$ cat src/rtl/cordic_pkg.sv
// Shared constants and elaboration-time helpers for the CORDIC engine.
// Binary angles: full scale 2^angle_w represents 360 degrees.
package cordic_pkg;

  localparam logic MODE_ROT = 1'b0;
  localparam logic MODE_VEC = 1'b1;

  localparam logic [15:0] INV_GAIN_Q15 = 16'h4DBA;

  function automatic logic [63:0] ang_90(input int unsigned angle_w);
    return 64'd1 << (angle_w - 2);
  endfunction

  function automatic logic [63:0] ang_45(input int unsigned angle_w);
    return 64'd1 << (angle_w - 3);
  endfunction

  // round(atan(2^-idx) * 2^32 / 360deg)
  function automatic logic [31:0] atan_q32(input int unsigned idx);
    case (idx)
      0:       return 32'h2000_0000;
      1:       return 32'h12E4_051E;
      2:       return 32'h09FB_385B;
      3:       return 32'h0511_11D4;
      4:       return 32'h028B_0D43;
      5:       return 32'h0145_D7E1;
      6:       return 32'h00A2_F61E;
      7:       return 32'h0051_7C55;
      8:       return 32'h0028_BE53;
      9:       return 32'h0014_5F2F;
      10:      return 32'h000A_2F98;
      11:      return 32'h0005_17CC;
      12:      return 32'h0002_8BE6;
      13:      return 32'h0001_45F3;
      14:      return 32'h0000_A2FA;
      15:      return 32'h0000_517D;
      16:      return 32'h0000_28BE;
      17:      return 32'h0000_145F;
      18:      return 32'h0000_0A30;
      19:      return 32'h0000_0518;
      20:      return 32'h0000_028C;
      21:      return 32'h0000_0146;
      22:      return 32'h0000_00A3;
      23:      return 32'h0000_0051;
      24:      return 32'h0000_0029;
      25:      return 32'h0000_0014;
      26:      return 32'h0000_000A;
      27:      return 32'h0000_0005;
      28:      return 32'h0000_0003;
      29:      return 32'h0000_0001;
      30:      return 32'h0000_0001;
      default: return 32'h0000_0000;
    endcase
  endfunction

  // Rescale the 32-bit table to the requested angle width with rounding.
  function automatic logic [63:0] atan_entry(input int unsigned angle_w, input int unsigned idx);
    logic [63:0]  base;
    int unsigned  sh;
    base = {32'd0, atan_q32(idx)};
    if (angle_w >= 32) return base << (angle_w - 32);
    sh = 32 - angle_w;
    return (base + (64'd1 << (sh - 1))) >> sh;
  endfunction

endpackage

$ cat src/rtl/cordic_stage.sv
// One registered CORDIC micro-rotation by atan(2^-SHIFT), carrying the sample's sideband.
module cordic_stage
  import cordic_pkg::*;
#(
  parameter int unsigned XW      = 18,
  parameter int unsigned ANGLE_W = 32,
  parameter int unsigned TAG_W   = 4,
  parameter int unsigned SHIFT   = 0
) (
  input  logic                      clock,
  input  logic                      reset,
  input  logic                      in_valid,
  input  logic                      in_mode,
  input  logic                      in_zero,
  input  logic signed [XW-1:0]      in_x,
  input  logic signed [XW-1:0]      in_y,
  input  logic signed [ANGLE_W-1:0] in_z,
  input  logic [TAG_W-1:0]          in_tag,
  output logic                      out_valid,
  output logic                      out_mode,
  output logic                      out_zero,
  output logic signed [XW-1:0]      out_x,
  output logic signed [XW-1:0]      out_y,
  output logic signed [ANGLE_W-1:0] out_z,
  output logic [TAG_W-1:0]          out_tag
);

  localparam logic signed [ANGLE_W-1:0] ATAN = ANGLE_W'(atan_entry(ANGLE_W, SHIFT));

  logic signed [XW-1:0]      x_sh, y_sh, x_d, y_d;
  logic signed [ANGLE_W-1:0] z_d;
  logic                      d_pos;

  always_comb begin
    x_sh  = in_x >>> SHIFT;
    y_sh  = in_y >>> SHIFT;
    // Rotation drives z to 0; vectoring drives y to 0.
    d_pos = (in_mode == MODE_VEC) ? in_y[XW-1] : ~in_z[ANGLE_W-1];
    if (d_pos) begin
      x_d = in_x - y_sh;
      y_d = in_y + x_sh;
      z_d = in_z - ATAN;
    end else begin
      x_d = in_x + y_sh;
      y_d = in_y - x_sh;
      z_d = in_z + ATAN;
    end
  end

  always_ff @(posedge clock) begin
    if (reset) begin
      out_valid <= 1'b0;
      out_mode  <= 1'b0;
      out_zero  <= 1'b0;
      out_x     <= '0;
      out_y     <= '0;
      out_z     <= '0;
      out_tag   <= '0;
    end else begin
      out_valid <= in_valid;
      out_mode  <= in_mode;
      out_zero  <= in_zero;
      out_x     <= x_d;
      out_y     <= y_d;
      out_z     <= z_d;
      out_tag   <= in_tag;
    end
  end

endmodule

$ cat src/rtl/cordic_engine.sv
// Pipelined CORDIC: quadrant pre-rotation, STAGES micro-rotations, optional 1/K gain stage,
// symmetric output saturation. Rotation or vectoring is chosen per sample.
module cordic_engine
  import cordic_pkg::*;
#(
  parameter int unsigned WIDTH     = 16,
  parameter int unsigned STAGES    = 16,
  parameter int unsigned ANGLE_W   = 32,
  parameter int unsigned TAG_W     = 4,
  parameter int unsigned GAIN_COMP = 1
) (
  input  logic                      clock,
  input  logic                      reset,
  input  logic                      in_valid,
  input  logic                      in_mode,
  input  logic signed [WIDTH-1:0]   in_x,
  input  logic signed [WIDTH-1:0]   in_y,
  input  logic [ANGLE_W-1:0]        in_angle,
  input  logic [TAG_W-1:0]          in_tag,
  output logic                      out_valid,
  output logic                      out_mode,
  output logic signed [WIDTH-1:0]   out_x,
  output logic signed [WIDTH-1:0]   out_y,
  output logic [ANGLE_W-1:0]        out_angle,
  output logic [TAG_W-1:0]          out_tag
);

  localparam int unsigned XW = WIDTH + 2;
  localparam int unsigned FW = (GAIN_COMP != 0) ? XW + 17 : XW;
  localparam logic [ANGLE_W-1:0] A90 = ANGLE_W'(ang_90(ANGLE_W));
  localparam logic signed [FW-1:0] SAT_MAX = FW'(2 ** (WIDTH - 1) - 1);
  localparam logic signed [FW-1:0] SAT_MIN = -SAT_MAX;

  // Pre-rotation
  logic signed [XW-1:0]      ix, iy, pre_x_d, pre_y_d, pre_x_q, pre_y_q;
  logic signed [ANGLE_W-1:0] pre_z_d, pre_z_q;
  logic                      pre_zero_d, pre_zero_q, pre_valid_q, pre_mode_q;
  logic [TAG_W-1:0]          pre_tag_q;

  assign ix = XW'(in_x);
  assign iy = XW'(in_y);

  always_comb begin
    pre_x_d    = ix;
    pre_y_d    = iy;
    pre_z_d    = in_angle;
    pre_zero_d = 1'b0;
    if (in_mode == MODE_ROT) begin
      unique case (in_angle[ANGLE_W-1 -: 2])
        2'b01: begin
          pre_x_d = -iy;
          pre_y_d = ix;
          pre_z_d = in_angle - A90;
        end
        2'b10: begin
          pre_x_d = iy;
          pre_y_d = -ix;
          pre_z_d = in_angle + A90;
        end
        default: ;
      endcase
    end else begin
      pre_z_d    = '0;
      pre_zero_d = (in_x == '0) && (in_y == '0);
      // Fold the left half-plane into the right so the stages can converge.
      if (ix < 0) begin
        if (iy >= 0) begin
          pre_x_d = iy;
          pre_y_d = -ix;
          pre_z_d = A90;
        end else begin
          pre_x_d = -iy;
          pre_y_d = ix;
          pre_z_d = -A90;
        end
      end
    end
  end

  always_ff @(posedge clock) begin
    if (reset) begin
      pre_valid_q <= 1'b0;
      pre_mode_q  <= 1'b0;
      pre_zero_q  <= 1'b0;
      pre_x_q     <= '0;
      pre_y_q     <= '0;
      pre_z_q     <= '0;
      pre_tag_q   <= '0;
    end else begin
      pre_valid_q <= in_valid;
      pre_mode_q  <= in_mode;
      pre_zero_q  <= pre_zero_d;
      pre_x_q     <= pre_x_d;
      pre_y_q     <= pre_y_d;
      pre_z_q     <= pre_z_d;
      pre_tag_q   <= in_tag;
    end
  end

  // Micro-rotation chain
  logic signed [XW-1:0]      sx [STAGES+1];
  logic signed [XW-1:0]      sy [STAGES+1];
  logic signed [ANGLE_W-1:0] sz [STAGES+1];
  logic                      sv [STAGES+1];
  logic                      sm [STAGES+1];
  logic                      sf [STAGES+1];
  logic [TAG_W-1:0]          st [STAGES+1];

  assign sx[0] = pre_x_q;
  assign sy[0] = pre_y_q;
  assign sz[0] = pre_z_q;
  assign sv[0] = pre_valid_q;
  assign sm[0] = pre_mode_q;
  assign sf[0] = pre_zero_q;
  assign st[0] = pre_tag_q;

  for (genvar i = 0; i < STAGES; i++) begin : g_stage
    cordic_stage #(
      .XW      (XW),
      .ANGLE_W (ANGLE_W),
      .TAG_W   (TAG_W),
      .SHIFT   (i)
    ) u_stage (
      .clock     (clock),
      .reset     (reset),
      .in_valid  (sv[i]),
      .in_mode   (sm[i]),
      .in_zero   (sf[i]),
      .in_x      (sx[i]),
      .in_y      (sy[i]),
      .in_z      (sz[i]),
      .in_tag    (st[i]),
      .out_valid (sv[i+1]),
      .out_mode  (sm[i+1]),
      .out_zero  (sf[i+1]),
      .out_x     (sx[i+1]),
      .out_y     (sy[i+1]),
      .out_z     (sz[i+1]),
      .out_tag   (st[i+1])
    );
  end

  // Optional gain compensation
  logic signed [FW-1:0]      fin_x, fin_y;
  logic signed [ANGLE_W-1:0] fin_z;
  logic                      fin_valid, fin_mode, fin_zero;
  logic [TAG_W-1:0]          fin_tag;

  if (GAIN_COMP != 0) begin : g_gain
    localparam logic signed [FW-1:0] K    = FW'($signed({1'b0, INV_GAIN_Q15}));
    localparam logic signed [FW-1:0] HALF = FW'(16384);

    logic signed [FW-1:0] gx_d, gy_d;

    // Full-width product keeps headroom; saturation happens at the output.
    always_comb begin
      gx_d = (FW'(sx[STAGES]) * K + HALF) >>> 15;
      gy_d = (FW'(sy[STAGES]) * K + HALF) >>> 15;
    end

    always_ff @(posedge clock) begin
      if (reset) begin
        fin_valid <= 1'b0;
        fin_mode  <= 1'b0;
        fin_zero  <= 1'b0;
        fin_x     <= '0;
        fin_y     <= '0;
        fin_z     <= '0;
        fin_tag   <= '0;
      end else begin
        fin_valid <= sv[STAGES];
        fin_mode  <= sm[STAGES];
        fin_zero  <= sf[STAGES];
        fin_x     <= gx_d;
        fin_y     <= gy_d;
        fin_z     <= sz[STAGES];
        fin_tag   <= st[STAGES];
      end
    end
  end else begin : g_nogain
    assign fin_valid = sv[STAGES];
    assign fin_mode  = sm[STAGES];
    assign fin_zero  = sf[STAGES];
    assign fin_x     = sx[STAGES];
    assign fin_y     = sy[STAGES];
    assign fin_z     = sz[STAGES];
    assign fin_tag   = st[STAGES];
  end

  // Output saturation
  logic signed [WIDTH-1:0] sat_x, sat_y;

  always_comb begin
    if (fin_x > SAT_MAX)      sat_x = SAT_MAX[WIDTH-1:0];
    else if (fin_x < SAT_MIN) sat_x = SAT_MIN[WIDTH-1:0];
    else                      sat_x = fin_x[WIDTH-1:0];
    if (fin_y > SAT_MAX)      sat_y = SAT_MAX[WIDTH-1:0];
    else if (fin_y < SAT_MIN) sat_y = SAT_MIN[WIDTH-1:0];
    else                      sat_y = fin_y[WIDTH-1:0];
  end

  always_comb begin
    out_valid = fin_valid;
    out_mode  = fin_mode;
    out_tag   = fin_tag;
    out_y     = sat_y;
    out_x     = fin_zero ? '0 : sat_x;
    out_angle = fin_zero ? '0 : fin_z;
  end

endmodule

$ cat config.mk
export PLATFORM = sky130hd
export DESIGN_NAME = cordic_engine
export DESIGN_NICKNAME = d
export VERILOG_FILES = /design/src/rtl/cordic_pkg.sv /design/src/rtl/cordic_stage.sv /design/src/rtl/cordic_engine.sv
export SDC_FILE = /design/constraint.sdc
export NUM_CORES = 2
export LEC_CHECK = 0
export ABC_CLOCK_PERIOD_IN_PS = 8300
export CAP_MARGIN = 20
export CORE_MARGIN = 1
export CORE_UTILIZATION = 55
export CTS_CLUSTER_DIAMETER = 40
export DETAILED_ROUTE_END_ITERATION = 8
export PLACE_DENSITY = 0.8
export SYNTH_ARGS = -nofsm -noshare
export SYNTH_HDL_FRONTEND = slang
export SYNTH_SLANG_ARGS = --single-unit
$ cat constraint.sdc
create_clock -name clock -period 8.3 [get_ports clock]
set_input_delay 0.83 -clock clock [delete_from_list [all_inputs] [get_ports clock]]
set_output_delay 0.83 -clock clock [all_outputs]
set_load 0.02 [all_outputs]
# --- Yosys cells after proc, flatten, opt, wreduce, memory -nomap -nowiden ---
# Index checks and enable logic that the tools add are counted.
word_totals:
  regBits: 1354
  in_bits: 72
  out_inout_bits: 70
  word_cells: 340
op_classes:
  addsub: 101
  multipliers: 2
  order_cmp: 6
  n_eq_ne: 2
  n_mux: 82
  bitwise_logic: 17
  n_reduce_logical: 4
op_table:
  columns: ["op", "n"]
  rows:
  - ["2-to-1 mux 18 bit", 38]
  - ["2-to-1 mux 32 bit", 20]
  - ["2-to-1 mux 16 bit", 5]
  - ["one-hot mux 18 bit (2 select lines)", 2]
  - ["adder 34 x 16 -> 35 bit (second input constant)", 2]
  - ["multiplier 18 x 15 -> 33 bit (second input constant)", 2]
  - ["adder 32 x 31 -> 32 bit (second input constant)", 2]
  - ["one-hot mux 32 bit (2 select lines)", 1]
  - ["subtractor 32 x 31 -> 32 bit (second input constant)", 2]
  - ["greater-than comparator 20 x 16 -> 1 bit (second input constant)", 2]
  - ["less-than comparator 20 x 16 -> 1 bit (second input constant)", 2]
  - ["adder 18 x 10 -> 18 bit", 2]
  - ["adder 18 x 11 -> 18 bit", 2]
  - ["adder 18 x 12 -> 18 bit", 2]
  - ["adder 18 x 13 -> 18 bit", 2]
  - ["adder 18 x 14 -> 18 bit", 2]
  - ["adder 18 x 15 -> 18 bit", 2]
  - ["adder 18 x 16 -> 18 bit", 2]
  - ["adder 18 x 17 -> 18 bit", 2]
  - ["adder 18 x 3 -> 18 bit", 2]
  - ["adder 18 x 4 -> 18 bit", 2]
  - ["adder 18 x 5 -> 18 bit", 2]
  - ["adder 18 x 6 -> 18 bit", 2]
  - ["adder 18 x 7 -> 18 bit", 2]
  - ["59 further kinds", 110]

# --- Depth between registers and ports, before layout ---
logic_depth:
  depth_word: 4
  ltp_mapped: 24
  ltp_nobuf: 24

# --- By module ---
# From an unflattened synthesis, not the netlist that was laid out.
hier_totals:
  cells_unflattened: 13198
  area_unflattened_um2: 109144.7
modules_own_cells:
  columns: ["mod", "n_inst", "cells_per_inst", "area_each_um2", "seq_area_each_um2"]
  rows:
  - ["cordic_engine", 1, 2155, 18729.2, 3083.0]
  - ["cordic_stage (g_stage[5].u_stage)", 1, 756, 6057.1, 1501.4]
  - ["cordic_stage (g_stage[3].u_stage)", 1, 739, 5999.5, 1501.4]
  - ["cordic_stage (g_stage[7].u_stage)", 1, 727, 5884.4, 1501.4]
  - ["cordic_stage (g_stage[11].u_stage)", 1, 730, 5863.1, 1501.4]
  - ["cordic_stage (g_stage[1].u_stage)", 1, 716, 5754.3, 1501.4]
  - ["cordic_stage (g_stage[4].u_stage)", 1, 692, 5749.3, 1501.4]
  - ["cordic_stage (g_stage[13].u_stage)", 1, 692, 5729.2, 1501.4]
  - ["cordic_stage (g_stage[9].u_stage)", 1, 697, 5693.0, 1501.4]
  - ["cordic_stage (g_stage[6].u_stage)", 1, 692, 5681.7, 1501.4]
  - ["cordic_stage (g_stage[12].u_stage)", 1, 673, 5591.6, 1501.4]
  - ["cordic_stage (g_stage[2].u_stage)", 1, 678, 5585.4, 1501.4]
  - ["cordic_stage (g_stage[14].u_stage)", 1, 681, 5567.8, 1501.4]
  - ["cordic_stage (g_stage[15].u_stage)", 1, 688, 5532.8, 1501.4]
  - ["+3 rows", null, null, null, null]

# --- Least setup slack after synthesis ---
# No wires, ideal clock.
synth_timing:
  kind: "reg2reg"
  from: "register g_stage[15].u_stage.out_y[17]"
  to: "register fin_y[16]"
  setup_time_ps: 123
  t_arrival_ps: 6312
  required_time_ps: 8177
  path_slack_ps: 1864
  stages_incl_launch_ff: 23
  path_buffers: 0
  cell_sequence: "dfxtp_1 > ha_1 > inv_1 > fa_1 > inv_1 > fa_1 > fa_1 > fa_1 > inv_1 > fa_1 > inv_1 > ha_1 > and2_1 > a311o_1 > a2bb2oi_2 > a31oi_2 > a21bo_2 > a211oi_2 > xor2_2 > or4_4 > nor3b_2 > o22ai_1 > mux2_1"
synth_via:
  elab_chain_cells: 2
synth_lines:
  columns: ["element", "line_no", "rtl"]
  rows:
  - ["start: declaration", "cordic_stage.sv:23", "output logic signed [XW-1:0] out_y,"]
  - ["start signal: assignment", "cordic_stage.sv:64", "out_y <= y_d;"]
  - ["multiplier 18 x 15 -> 33 bit", "cordic_engine.sv:158", "gy_d = (FW'(sy[STAGES]) * K + HALF) >>> 15;"]
  - ["adder 34 x 16 -> 35 bit", "cordic_engine.sv:158", null]
  - ["end signal: assignment", "cordic_engine.sv:175", "fin_y <= gy_d;"]
  - ["end: declaration", "cordic_engine.sv:144", "logic signed [FW-1:0] fin_x, fin_y;"]
# No other way between the ends.
# A chain may end at the register's enable or synchronous reset.

# --- Worst setup path after layout ---
layout_timing:
  from: "register g_stage[15].u_stage.out_y[17]"
  to: "register fin_y[17]"
# The elaborated chain is that of the path after synthesis.

==> out/results.ini <==
[drt]
route.antenna.remaining_nets = 0
routedWlPerCell_um = 16.8
drc = 0
viasPerCell = 5.75
first_iter_violations = 5402
drt-total-wl_um = 243000
num_vias = 83498
dr.pass1.iters = 6

[floorplanning]
die-area_sq_um = 183000
initial_core_util = 0.553
row_count = 156
die_x_um = 428
ios = 142
die_h_um = 428
core_sq_um = 181000

[worst_setup_path]
path_cells = ha_1 > fa_1 > inv_1 > fa_1 > fa_1 > fa_1 > inv_1 > fa_1 > inv_1 > ha_1 > and4_1 > nand4_1 > nand3b_1 > a31oi_2 > o22a_2 > xor2_1 > nand3_2 > nor4b_1 > and4_4 > xnor2_1 > mux2_4
critPathKind = flip-flop to flip-flop
critPathBufInv = 3
slowest_delay_ns = 0.72
timing.critical_path.max_delay_family = adder cells
slowest_stage = dfxtp_1
cp_max_fo = 15
start_kind = flip-flop
end_kind = flip-flop
cp_common_cell = fa_1
cp.arrival_ns = 7.92
critical_path_required_ns = 9.01

[placed_design]
gp_congestion = 0.936
port_buffers = 141
dp_hpwl_um = 188000

[global_route]
grt_pass1_wl_um = 403000
antenna_found_initial = 6
grt_usage = 0.259
globalRouteOverflowTotal = 0
grt_pass1_vias = 83530
grt_max_degree = 199

[synth]
yosys.area.top_type = dfxtp_1
syn_inst = 11856
async_flop_share = 0
synth_edf_count = 0
synth_nets = 13508
synth_top_area_frac = 0.271
ys_seq_area_frac = 0.271
ys_top_cells_by_area = dfxtp_1 27%, ha_1 16%, fa_1 5.7%
syn_area_per_cell_sq_um = 8.43
synth_cell_types = 115
ys_warn_count = 0
ys_ff_latch = 1353
syn-cell-area_sq_um = 99900
synth_flop_cell = dfxtp_1

[cts]
cts_root_buf = clkbuf_16
cts_hold_buf = 0
cts_tree = yes
clock_path_buffers = 3
clk_pin_slew_ns = 0.06
cts.sink_count = 1353
cts_buffers = 204
htreeDepth = 4
postCtsResizedCells = 0
cts_setup_buffers = 0
clk_latency_ns = 0.85

[sta]
drv_slew = 0
max_slew.worst_pin.slew_ns = 1.06
period_needed_ns = 7.21
slew_headroom = 0.295
fin_tns_setup_ns = 0
post-route-period-util = 0.869
setup_viol = 0
max_freq_mhz = 139
skew_ns = 0.0523
grt_setup_unrepaired = no
worst_hold_slack_ns = 0.434
final-hold-violation-count = 0

[cells_and_area]
final_cell_mix = 1460 x nor2_1, 1353 x dfxtp_1, 1296 x ha_1
drive_gt1_frac = 0.0455
final_common_cell = nor2_1
area_growth_pct = 11.2
fin_nets = 13605

[run_status]
status = completed

[job]
drv_cap = 0

[hold_path]
hp-class = flip-flop to flip-flop

## cells in the mapped netlist, types with 61 or more instances
master / number
o21bai_1: 169
o31ai_1: 77
nand2b_1: 127
xnor2_1: 638
ha_1: 1296
and3_1: 127
a21o_1: 413
nor2b_1: 411
nand4_1: 82
nand2_1: 606
o21a_1: 88
a211oi_1: 78
a31oi_1: 79
xor2_1: 476
dfxtp_1: 1353
nor2_1: 1461
inv_1: 985
fa_1: 284
nand3_1: 174
nor3_1: 330
o21ai_0: 485
clkbuf_1: 278
or3_1: 99
and2_1: 117
a21oi_1: 805
a41oi_1: 61
## cells by family after synthesis
family / count (synthesis) / synth area share
and+or+nand+nor: 3729 / 0.178
AOI/OAI and AO/OA: 2745 / 0.180
adders and majority gates: 1581 / 0.219
DFF: 1353 / 0.271
buffers and inverters: 1288 / 0.0485
xor gates and xnor gates: 1117 / 0.0981
muxes: 43 / 0.00457
## area by class of cell
| type | instances | area (sq um) |
|---|---|---|
| Antenna cell | 7 | 17.5 |
| Clock buffer | 233 | 5410 |
| Clock inverter | 154 | 2040 |
| Fill cell | 15133 | 69400 |
| Inverter | 991 | 3720 |
| Multi-Input combinational cell | 9215 | 68100 |
| Sequential cell | 1353 | 27100 |
| Tap cell | 2370 | 2970 |
| Timing Repair Buffer | 188 | 1810 |
## final timing paths
kind	startpoint	endpoint	slack, ns	cells after the start
worst min-delay path	g_stage[7].u_stage.out_tag[1]$_SDFF_PP0_	g_stage[8].u_stage.out_tag[1]$_SDFF_PP0_	0.43	1
worst min register to register	g_stage[7].u_stage.out_tag[1]$_SDFF_PP0_	g_stage[8].u_stage.out_tag[1]$_SDFF_PP0_	0.43	1
worst max-delay path	g_stage[15].u_stage.out_y[17]$_SDFF_PP0_	fin_y[17]$_SDFF_PP0_	1.09	21
worst max register to register	g_stage[15].u_stage.out_y[17]$_SDFF_PP0_	fin_y[17]$_SDFF_PP0_	1.09	21
## flip-flops by register name, indices dropped and copies added, names as in the netlist, 18 cells and up
register	cells
fin_x	20
fin_y	20
fin_z	32
g_stage.u_stage.out_tag	64
g_stage.u_stage.out_x	287
g_stage.u_stage.out_y	288
g_stage.u_stage.out_z	512
pre_x_q	18
pre_y_q	18
pre_z_q	32
## stage by stage
stage	instance area (sq um)	cells	worst slack, ns	utilization
4_1_cts	111000	14503	1.15	0.615
6_report	111000	14511	1.09	0.615
5_1_grt	111000	14504	0.609	0.615
3_5_place_dp	104000	14116	1.20	0.574
3_3_place_gp	104000	14116	1.25	0.574
2_1_floorplan	99900	11856	1.86	-
## routing by layer
metal  up-vias  part of all wire  global-route usage
li1      41338                 -                   -
met4         0             0.038               0.104
met1     39564              0.43               0.318
met2      2068              0.48               0.454
met3       528             0.049              0.0365
met5         -                 0                   0
Power is not shown: default switching activity piles up to over one toggle a cycle in this logic, so the estimate is an artifact.
